[src/rtl/fetch_pkg.sv]
// Shared types and constants for the instruction-fetch stage.
// Latency: n/a (declarations only).
// Backpressure: n/a.
package fetch_pkg;

  // Request tracking state of the fetch stage.
  //   IDLE: no memory request outstanding
  //   WAIT: one request outstanding, its response will be delivered to decode
  //   DROP: one request outstanding, its response belongs to a squashed path
  typedef enum logic [1:0] {
    IDLE = 2'd0,
    WAIT = 2'd1,
    DROP = 2'd2
  } fetch_state_t;

  // Every instruction occupies one aligned word.
  localparam int INSTR_BYTES = 4;

  // Reset vector used when the instantiating datapath does not override it.
  localparam logic [31:0] DEFAULT_BOOT_ADDRESS = 32'h0000_1000;

endpackage

[src/rtl/fetch_skid_buffer.sv]
// One-entry {instruction, pc} holding register for pipeline back-pressure.
// Latency: a loaded entry is visible the cycle after load.
// Backpressure: none of its own; owner decides when to load, drain or clear.
//
// Ports:
//   clk, reset                 clock, synchronous active-high reset
//   load / load_instruction /
//   load_pc                    capture a new entry (wins over drain)
//   drain                      entry was consumed by the owner this cycle
//   clear                      squash the entry (wins over everything)
//   valid / instruction / pc   current contents
module fetch_skid_buffer #(
  parameter int ADDRESS_SIZE = 32,
  parameter int INSTR_SIZE   = 32
) (
  input  logic                    clk,
  input  logic                    reset,
  input  logic                    load,
  input  logic [INSTR_SIZE-1:0]   load_instruction,
  input  logic [ADDRESS_SIZE-1:0] load_pc,
  input  logic                    drain,
  input  logic                    clear,
  output logic                    valid,
  output logic [INSTR_SIZE-1:0]   instruction,
  output logic [ADDRESS_SIZE-1:0] pc
);

  always_ff @(posedge clk) begin
    if (reset) begin
      valid       <= 1'b0;
      instruction <= '0;
      pc          <= '0;
    end else if (clear) begin
      valid <= 1'b0;
    end else if (load) begin
      // A load in the same cycle as a drain refills the slot.
      valid       <= 1'b1;
      instruction <= load_instruction;
      pc          <= load_pc;
    end else if (drain) begin
      valid <= 1'b0;
    end
  end

endmodule

[src/rtl/fetch_stage.sv]
// Instruction fetch: owns the pc, issues word reads, presents {instr, pc} to decode.
// Latency: request issued the cycle the stage is free; response registered to decode next edge.
// Backpressure: decode stall holds the output slot; spills to skid; no request while skid full.
//
// Ports:
//   clk, reset                          clock, synchronous active-high reset
//   imem_req_valid/addr/ready           word read request channel (addr = pc)
//   imem_resp_valid/data                read response, one per request, never stalled
//   redirect_valid/target               control-flow redirect; squashes in-flight work
//   fetch_valid/instruction/pc          pipeline register towards decode
//   decode_ready                        decode consumes the presented instruction
module fetch_stage
  import fetch_pkg::*;
#(
  parameter int                      ADDRESS_SIZE = 32,
  parameter int                      INSTR_SIZE   = 32,
  parameter logic [ADDRESS_SIZE-1:0] BOOT_ADDRESS = ADDRESS_SIZE'(DEFAULT_BOOT_ADDRESS)
) (
  input  logic                    clk,
  input  logic                    reset,
  output logic                    imem_req_valid,
  output logic [ADDRESS_SIZE-1:0] imem_req_addr,
  input  logic                    imem_req_ready,
  input  logic                    imem_resp_valid,
  input  logic [INSTR_SIZE-1:0]   imem_resp_data,
  input  logic                    redirect_valid,
  input  logic [ADDRESS_SIZE-1:0] redirect_target,
  output logic                    fetch_valid,
  output logic [INSTR_SIZE-1:0]   fetch_instruction,
  output logic [ADDRESS_SIZE-1:0] fetch_pc,
  input  logic                    decode_ready
);

  localparam logic [ADDRESS_SIZE-1:0] PC_STEP    = ADDRESS_SIZE'(INSTR_BYTES);
  localparam logic [ADDRESS_SIZE-1:0] ALIGN_MASK = ~ADDRESS_SIZE'(INSTR_BYTES - 1);

  fetch_state_t            state;
  fetch_state_t            state_nxt;
  logic [ADDRESS_SIZE-1:0] pc;
  logic [ADDRESS_SIZE-1:0] req_pc;

  logic                    skid_valid;
  logic [INSTR_SIZE-1:0]   skid_instruction;
  logic [ADDRESS_SIZE-1:0] skid_pc;

  logic req_fire;
  logic decode_fire;
  logic resp_keep;
  logic out_free;
  logic out_from_skid;
  logic out_from_resp;
  logic skid_load;

  // A new fetch is only started when its result is guaranteed a home: the
  // output slot is empty or being consumed, and the skid is empty.
  assign imem_req_valid = ~reset && (state == IDLE) && ~skid_valid && ~redirect_valid &&
                          (~fetch_valid || decode_ready);
  assign imem_req_addr  = pc;

  assign req_fire      = imem_req_valid & imem_req_ready;
  assign decode_fire   = fetch_valid & decode_ready;
  assign resp_keep     = (state == WAIT) & imem_resp_valid & ~redirect_valid;
  assign out_free      = ~fetch_valid | decode_fire;

  // Older data in the skid always reaches decode before a fresh response.
  assign out_from_skid = decode_fire & skid_valid & ~redirect_valid;
  assign out_from_resp = resp_keep & out_free & ~out_from_skid;
  assign skid_load     = resp_keep & (~out_free | out_from_skid);

  // ------------------------------------------------------------------
  // Request-tracking FSM
  // ------------------------------------------------------------------
  always_ff @(posedge clk) begin
    if (reset) begin
      state <= IDLE;
    end else begin
      state <= state_nxt;
    end
  end

  always_comb begin
    state_nxt = state;
    case (state)
      IDLE: begin
        // Responses seen here are strays (e.g. issued before a reset).
        if (req_fire) begin
          state_nxt = WAIT;
        end
      end
      WAIT: begin
        if (redirect_valid) begin
          // A response arriving with the redirect retires the request now;
          // otherwise its late response must still be swallowed.
          state_nxt = imem_resp_valid ? IDLE : DROP;
        end else if (imem_resp_valid) begin
          state_nxt = IDLE;
        end
      end
      DROP: begin
        // Leaving on the response even under a redirect avoids waiting
        // forever for a response that will never come.
        if (imem_resp_valid) begin
          state_nxt = IDLE;
        end
      end
      default: begin
        state_nxt = IDLE;
      end
    endcase
  end

  // ------------------------------------------------------------------
  // Program counter
  // ------------------------------------------------------------------
  always_ff @(posedge clk) begin
    if (reset) begin
      pc     <= BOOT_ADDRESS;
      req_pc <= '0;
    end else if (redirect_valid) begin
      pc <= redirect_target & ALIGN_MASK;
    end else if (req_fire) begin
      req_pc <= pc;
      pc     <= pc + PC_STEP;  // wraps silently at the top of the address space
    end
  end

  // ------------------------------------------------------------------
  // Output pipeline register towards decode
  // ------------------------------------------------------------------
  always_ff @(posedge clk) begin
    if (reset) begin
      fetch_valid       <= 1'b0;
      fetch_instruction <= '0;
      fetch_pc          <= '0;
    end else if (redirect_valid) begin
      fetch_valid <= 1'b0;
    end else if (out_from_skid) begin
      fetch_valid       <= 1'b1;
      fetch_instruction <= skid_instruction;
      fetch_pc          <= skid_pc;
    end else if (out_from_resp) begin
      fetch_valid       <= 1'b1;
      fetch_instruction <= imem_resp_data;
      fetch_pc          <= req_pc;
    end else if (decode_fire) begin
      fetch_valid <= 1'b0;
    end
  end

  fetch_skid_buffer #(
    .ADDRESS_SIZE (ADDRESS_SIZE),
    .INSTR_SIZE   (INSTR_SIZE)
  ) u_skid (
    .clk              (clk),
    .reset            (reset),
    .load             (skid_load),
    .load_instruction (imem_resp_data),
    .load_pc          (req_pc),
    .drain            (out_from_skid),
    .clear            (redirect_valid),
    .valid            (skid_valid),
    .instruction      (skid_instruction),
    .pc               (skid_pc)
  );

endmodule
[config.mk]
export PLATFORM = sky130hd
export DESIGN_NAME = fetch_stage
export DESIGN_NICKNAME = d
export VERILOG_FILES = /design/src/rtl/fetch_pkg.sv /design/src/rtl/fetch_skid_buffer.sv /design/src/rtl/fetch_stage.sv
export SDC_FILE = /design/constraint.sdc
export NUM_CORES = 1
export LEC_CHECK = 0
export ABC_CLOCK_PERIOD_IN_PS = 4200
export BUFFER_PORTS_ARGS = -buffer_cell sky130_fd_sc_hd__buf_2
export CAP_MARGIN = 20
export CORE_UTILIZATION = 45
export DETAILED_ROUTE_END_ITERATION = 8
export GPL_TIMING_DRIVEN = 0
export PLACE_DENSITY = 0.68
export SETUP_SLACK_MARGIN = 0.02
export SLEW_MARGIN = 20
export SYNTH_ARGS = -nofsm -noshare
export SYNTH_HDL_FRONTEND = slang
export SYNTH_SLANG_ARGS = --single-unit
[constraint.sdc]
create_clock -name clk -period 4.2 [get_ports clk]
set_input_delay 0.84 -clock clk [delete_from_list [all_inputs] [get_ports clk]]
set_output_delay 0.84 -clock clk [all_outputs]
set_load 0.005 [all_outputs]
[Yosys cells after proc, flatten, opt, wreduce, memory -nomap -nowiden]
Cells that the tools add are included.
Operators by class
  mux-type cells: 16
  bitwise operators: 17
  $add $sub $neg: 1
  reduce and logical (&&, ||, !) cells: 14
  equal/unequal tests: 3
Operators by type and width (count)
  $mux 32: 6
  $add 32x3->32 const B: 1
  $and 1x1->1: 9
  $mux 2: 4
  $not 1->1: 6
  $pmux 2 s3: 1
  $reduce_and 2->1: 3
  $reduce_bool 2->1: 3
  $mux 1: 5
  $logic_and 1x1->1: 4
  $reduce_bool 3->1: 1
  $eq 2x1->1 const B: 1
  $eq 2x2->1 const B: 1
  $logic_not 2->1: 1
  $ne 2x2->1 const B: 1
  $or 1x1->1: 2
  $reduce_or 2->1: 1
  $logic_or 1x1->1: 1
Word-level totals
  word-level logic and storage cells: 61
  output and inout port bits: 98
  bits in registers: 196
  bits of input ports: 70

[Longest topological paths before layout]
  depth in word-level cells: 8
  mapped depth: 8
  depth with buffers taken out: 6

[By module]
From an unflattened synthesis, not the netlist that was laid out.
Unflattened totals
  cells, all modules: 965
  area, all modules: 9021.2 µm²
By module, submodules not included
  fetch_stage: sequential area each 2542.4 µm², area each 5753.0 µm², cells each 669, times used 1
  fetch_skid_buffer: sequential area each 1301.2 µm², area each 3268.1 µm², cells each 296, times used 1

[Least setup slack after synthesis]
OpenSTA, ideal clock, no wires.
  path type: input -> register
  from: input port redirect_valid
  to: register pc[16] (netlist: imem_req_addr[16])
  stages: 7
  setup slack: 2045 ps
  library setup time: 74 ps
  arrival: 2081 ps
  required time: 4126 ps
  path buffers: 2
  cell sequence: buf_4 > nor2_4 > and4_4 > buf_12 > nand2_4 > or4_1 > a31oi_1
Between the ends
  word-level cells in the longest chain between the ends: 5
  elaborated cells between the ends (all ways): 6
  classes of those cells: mux: 1; bitwise: 2; reduce/logical: 3
RTL lines
  start, declared: RTL line fetch_stage.sv:26  | input logic redirect_valid,
  $not 1->1 (no source line)
  $logic_and 1x1->1 (2 in a row): RTL line fetch_stage.sv:56  | assign imem_req_valid = ~reset && (state == IDLE) && ~skid_valid && ~redirect_valid &&
  $and 1x1->1: RTL line fetch_stage.sv:60  | assign req_fire = imem_req_valid & imem_req_ready;
  $reduce_bool 2->1 (no source line)
  end signal, assigned: RTL line fetch_stage.sv:120  | pc <= redirect_target & ALIGN_MASK;
  end signal, assigned: RTL line fetch_stage.sv:123  | pc <= pc + PC_STEP;
  end, declared: RTL line fetch_stage.sv:39  | logic [ADDRESS_SIZE-1:0] pc;
Parallel ways exist; a longest one is shown, timed or not.
A chain may end at the register's enable or synchronous reset.

[Final worst setup path]
  from: input port reset
  to: register req_pc[28]
Between the ends
  word-level cells in the longest chain between the ends: 7
RTL lines
  start, declared: RTL line fetch_stage.sv:20  | input logic reset,
  $not 1->1: RTL line fetch_stage.sv:56
  $logic_and 1x1->1 (4 in a row): RTL line fetch_stage.sv:56
  $and 1x1->1: RTL line fetch_stage.sv:60
  $reduce_and 2->1 (no source line)
  end signal, assigned: RTL line fetch_stage.sv:122  | req_pc <= pc;
  end, declared: RTL line fetch_stage.sv:40  | logic [ADDRESS_SIZE-1:0] req_pc;
Parallel ways exist; a longest one is shown, timed or not.

==> qor.txt <==
Initial Util -> 46.7%
Hold WS -> 0.452 ns
final cell count without fillers -> 1350
first-pass GRT wire length -> 32900 um
Worst-path clk slew -> 0.06 ns
DRC -> 0
internal power -> 2.88 mW
Mean Syn Cell Area -> 8.40 um2
top cell type's share of synthesized area -> 47.9%
Crit Path Class -> primary input to flip-flop
RD Place Congestion -> 0.834
Setup WS pre-CTS -> 1.36 ns
Site Rows -> 47
crit path max-delay cell type -> clkbuf_1
Global Route Usage Sum -> 23.3%
total gr overflow -> 0
Layout fillers -> 1590
simple-gate share of the synthesized area -> 20.3%
vias in the first global route -> 6371
XOR/XNOR Fraction of Synth Area -> 0.223%
mapped cell area -> 7860 um2
crit-path max cell delay -> 0.63 ns
compound-gate portion of the synthesized area -> 17.6%
count leader, synth -> nand2_1
Max Cap Viol -> 0
final worst-path cycle share -> 58.2%
crit path DAT -> 2.73 ns
Yosys Warn Count -> 0
Max Slew Vio Count -> 0
post-synthesis mux area share -> 8.60%
Final #Nets -> 1189
CTS tree -> done
outcome -> complete, no violations
TritonRoute pass-1 iters -> 5
Core Area -> 16800 um2
fin crit period -> 2.45 ns
post-CTS setup buffer count -> 0
sequential power share -> 50.1%
largest family of logic cells by synthesized area -> simple AND/OR/NAND/NOR gates
Area contributors post-synth -> dfxtp_1 (48%), nand2_1 (10%), mux2i_1 (8.0%)
dpl hpwl -> 15200 um
Final Hold Vio Count -> 0
Post-Route Setup TNS -> 0 ns
per-cell routed wire length -> 15.4 um
busiest grt layer -> met2
Synth cell types -> 55
Die W -> 134 um
FFs w/ async S/R, synth -> 0%
clock insertion delay at the later pin of the skew report -> 0.42 ns
top cells by count, synth -> nand2_1 (213), dfxtp_1 (188), a21oi_1 (112)
Layout area overhead -> 21.5%
Setup Skew -> 0.00758 ns
Adder-Cell Fraction of Synth Area -> 0.159%
sequential-to-total area share from yosys stat -> 47.9%
VDD IR-drop max -> 0.289 mV
# clock sinks -> 188
Comb power frac -> 6.2%
drt total wl -> 20800 um
Num CTS Buffers -> 17
Synth area leader -> dfxtp_1
Peak Freq -> 409 MHz
RSZ-0062 raised after global routing -> no
cell count after synthesis -> 936
# setup viols final -> 0
total number of vias -> 7144
antenna violations before repair -> 0
CTS H-tree lvls -> 4
Clk pwr share -> 43.7%
Hold/Removal Path Class -> flip-flop to flip-flop
pwr/cell area -> 387 nW/um2
Worst EP required -> 4.48 ns
Ant. Diodes -> 0
slew margin rel. -> 51.1%
CP Capture Type -> flip-flop
Ports -> 168
die height -> 134 um
Post-synth EDFFs -> 0
Slew @ Worst Pin -> 0.734 ns
leak pwr -> 4.06 nW
full die area -> 18000 um2
WP buf/inv -> 4
CTS Hold Bufs -> 0
Clock Path Buffers -> 2
Cells after DPL -> 1319
Critical Path Most Common Cell -> clkbuf_1
post_cts resized -> 0
largest net degree at the start of global routing -> 17
met3 Resource Use GR -> 4.23%
drt initial violations -> 397
worst-path cell chain -> buf_2 > clkbuf_1 > clkbuf_1 > clkbuf_1 > a21oi_1
Final WS setup -> 1.75 ns
layout cells sized above 1 -> 21.3%
Switch Pwr -> 0.822 mW
FF+latch count, synth -> 188
CP startpoint kind -> primary input
met2 usage -> 36.7%
Primary FF master, synth -> dfxtp_1
CP max FO -> 10
Crit path max-delay family -> buffers and inverters
number of port buffers -> 160
DR vias/cell -> 5.29
Root Driver -> clkbuf_16
Sw Ratio -> 22.2%
Routed Antenna Nets -> 0
met1 GRT Util -> 33.0%
fin util -> 56.8%
[worst min-delay path: cells and delay by family (launching register included)]
family	cells	cell delay (ns)
simple gates	1	0.05
compound gates	1	0.05
flops	1	0.31
[cell type report]
cell class              count  area (um2)  area share (%)
multi-input cells         663        3700            38.8
clock buffers              26         519            5.44
plain buffers              78         368            3.85
well taps                 220         275            2.88
repair buffers            160         801            8.39
inverters                  10        37.5           0.393
clock inverters             5        80.1           0.839
flip-flops and latches    188        3760            39.4
[metrics by stage]
step	total power [mW]	cell area [um2]
6_report	3.70	9550
5_1_grt	3.83	9550
4_1_cts	3.72	9550
3_5_place_dp	2.12	8950
3_3_place_gp	2.12	8950
2_1_floorplan	2.00	7870
[metal layers]
layer	vias up	routed length, um
li1	3606	-
met1	3291	9860
met4	0	180
met3	14	1290
met5	-	0
met2	233	9490
[kinds of logic after synthesis]
family                   count (synthesis)
other                                    1
XOR/XNOR                                 2
buffers and inverters                   88
AND/OR/NAND/NOR                        365
adder cells (fa/ha/maj)                  1
AO/OA/AOI/OAI                          224
multiplexers                            67
flip-flops                             188
[power groups by stage]
stage,clock network [mW],registers [mW],logic (mW)
floorplan,0,1.88,0.120
global placement,0,1.89,0.226
detailed placement,0,1.89,0.228
CTS,1.64,1.85,0.229
global route,1.72,1.85,0.252
finish,1.62,1.85,0.229
[cells in the final DEF, fill, tap and decap left out, types with 3 or more instances in the layout]
master / count
a211oi_1: 65
a21oi_1: 112
a311oi_1: 3
a31oi_1: 12
a32oi_1: 4
and3_1: 3
buf_2: 188
buf_4: 6
clkbuf_1: 43
clkbuf_16: 17
clkbuf_8: 6
conb_1: 4
dfxtp_1: 188
inv_1: 9
mux2_2: 4
mux2i_1: 63
nand2_1: 213
nand2b_1: 3
nand3_1: 17
nand4_1: 10
nor2_1: 83
nor3_1: 8
o211ai_1: 6
o21ai_0: 10
or3_1: 6
[registers in the layout (all words and copies together) (netlist names)]
signal and flops:
u_skid.pc 30, imem_req_addr 30, req_pc 30, state 2, fetch_pc 30, u_skid.instruction 32
u_skid.valid 1, fetch_instruction 32, fetch_valid 1
[worst paths after layout]
path | start | end | slack, ns | cells after the start
max | reset | req_pc[28] | 1.75 | 5
min | u_skid.instruction[29] | u_skid.instruction[29] | 0.45 | 2
max reg2reg | imem_req_addr[2] | imem_req_addr[22] | 2.17 | 6
min reg2reg | u_skid.instruction[29] | u_skid.instruction[29] | 0.45 | 2
No activity file was read; power rests on OpenSTA's default activity.
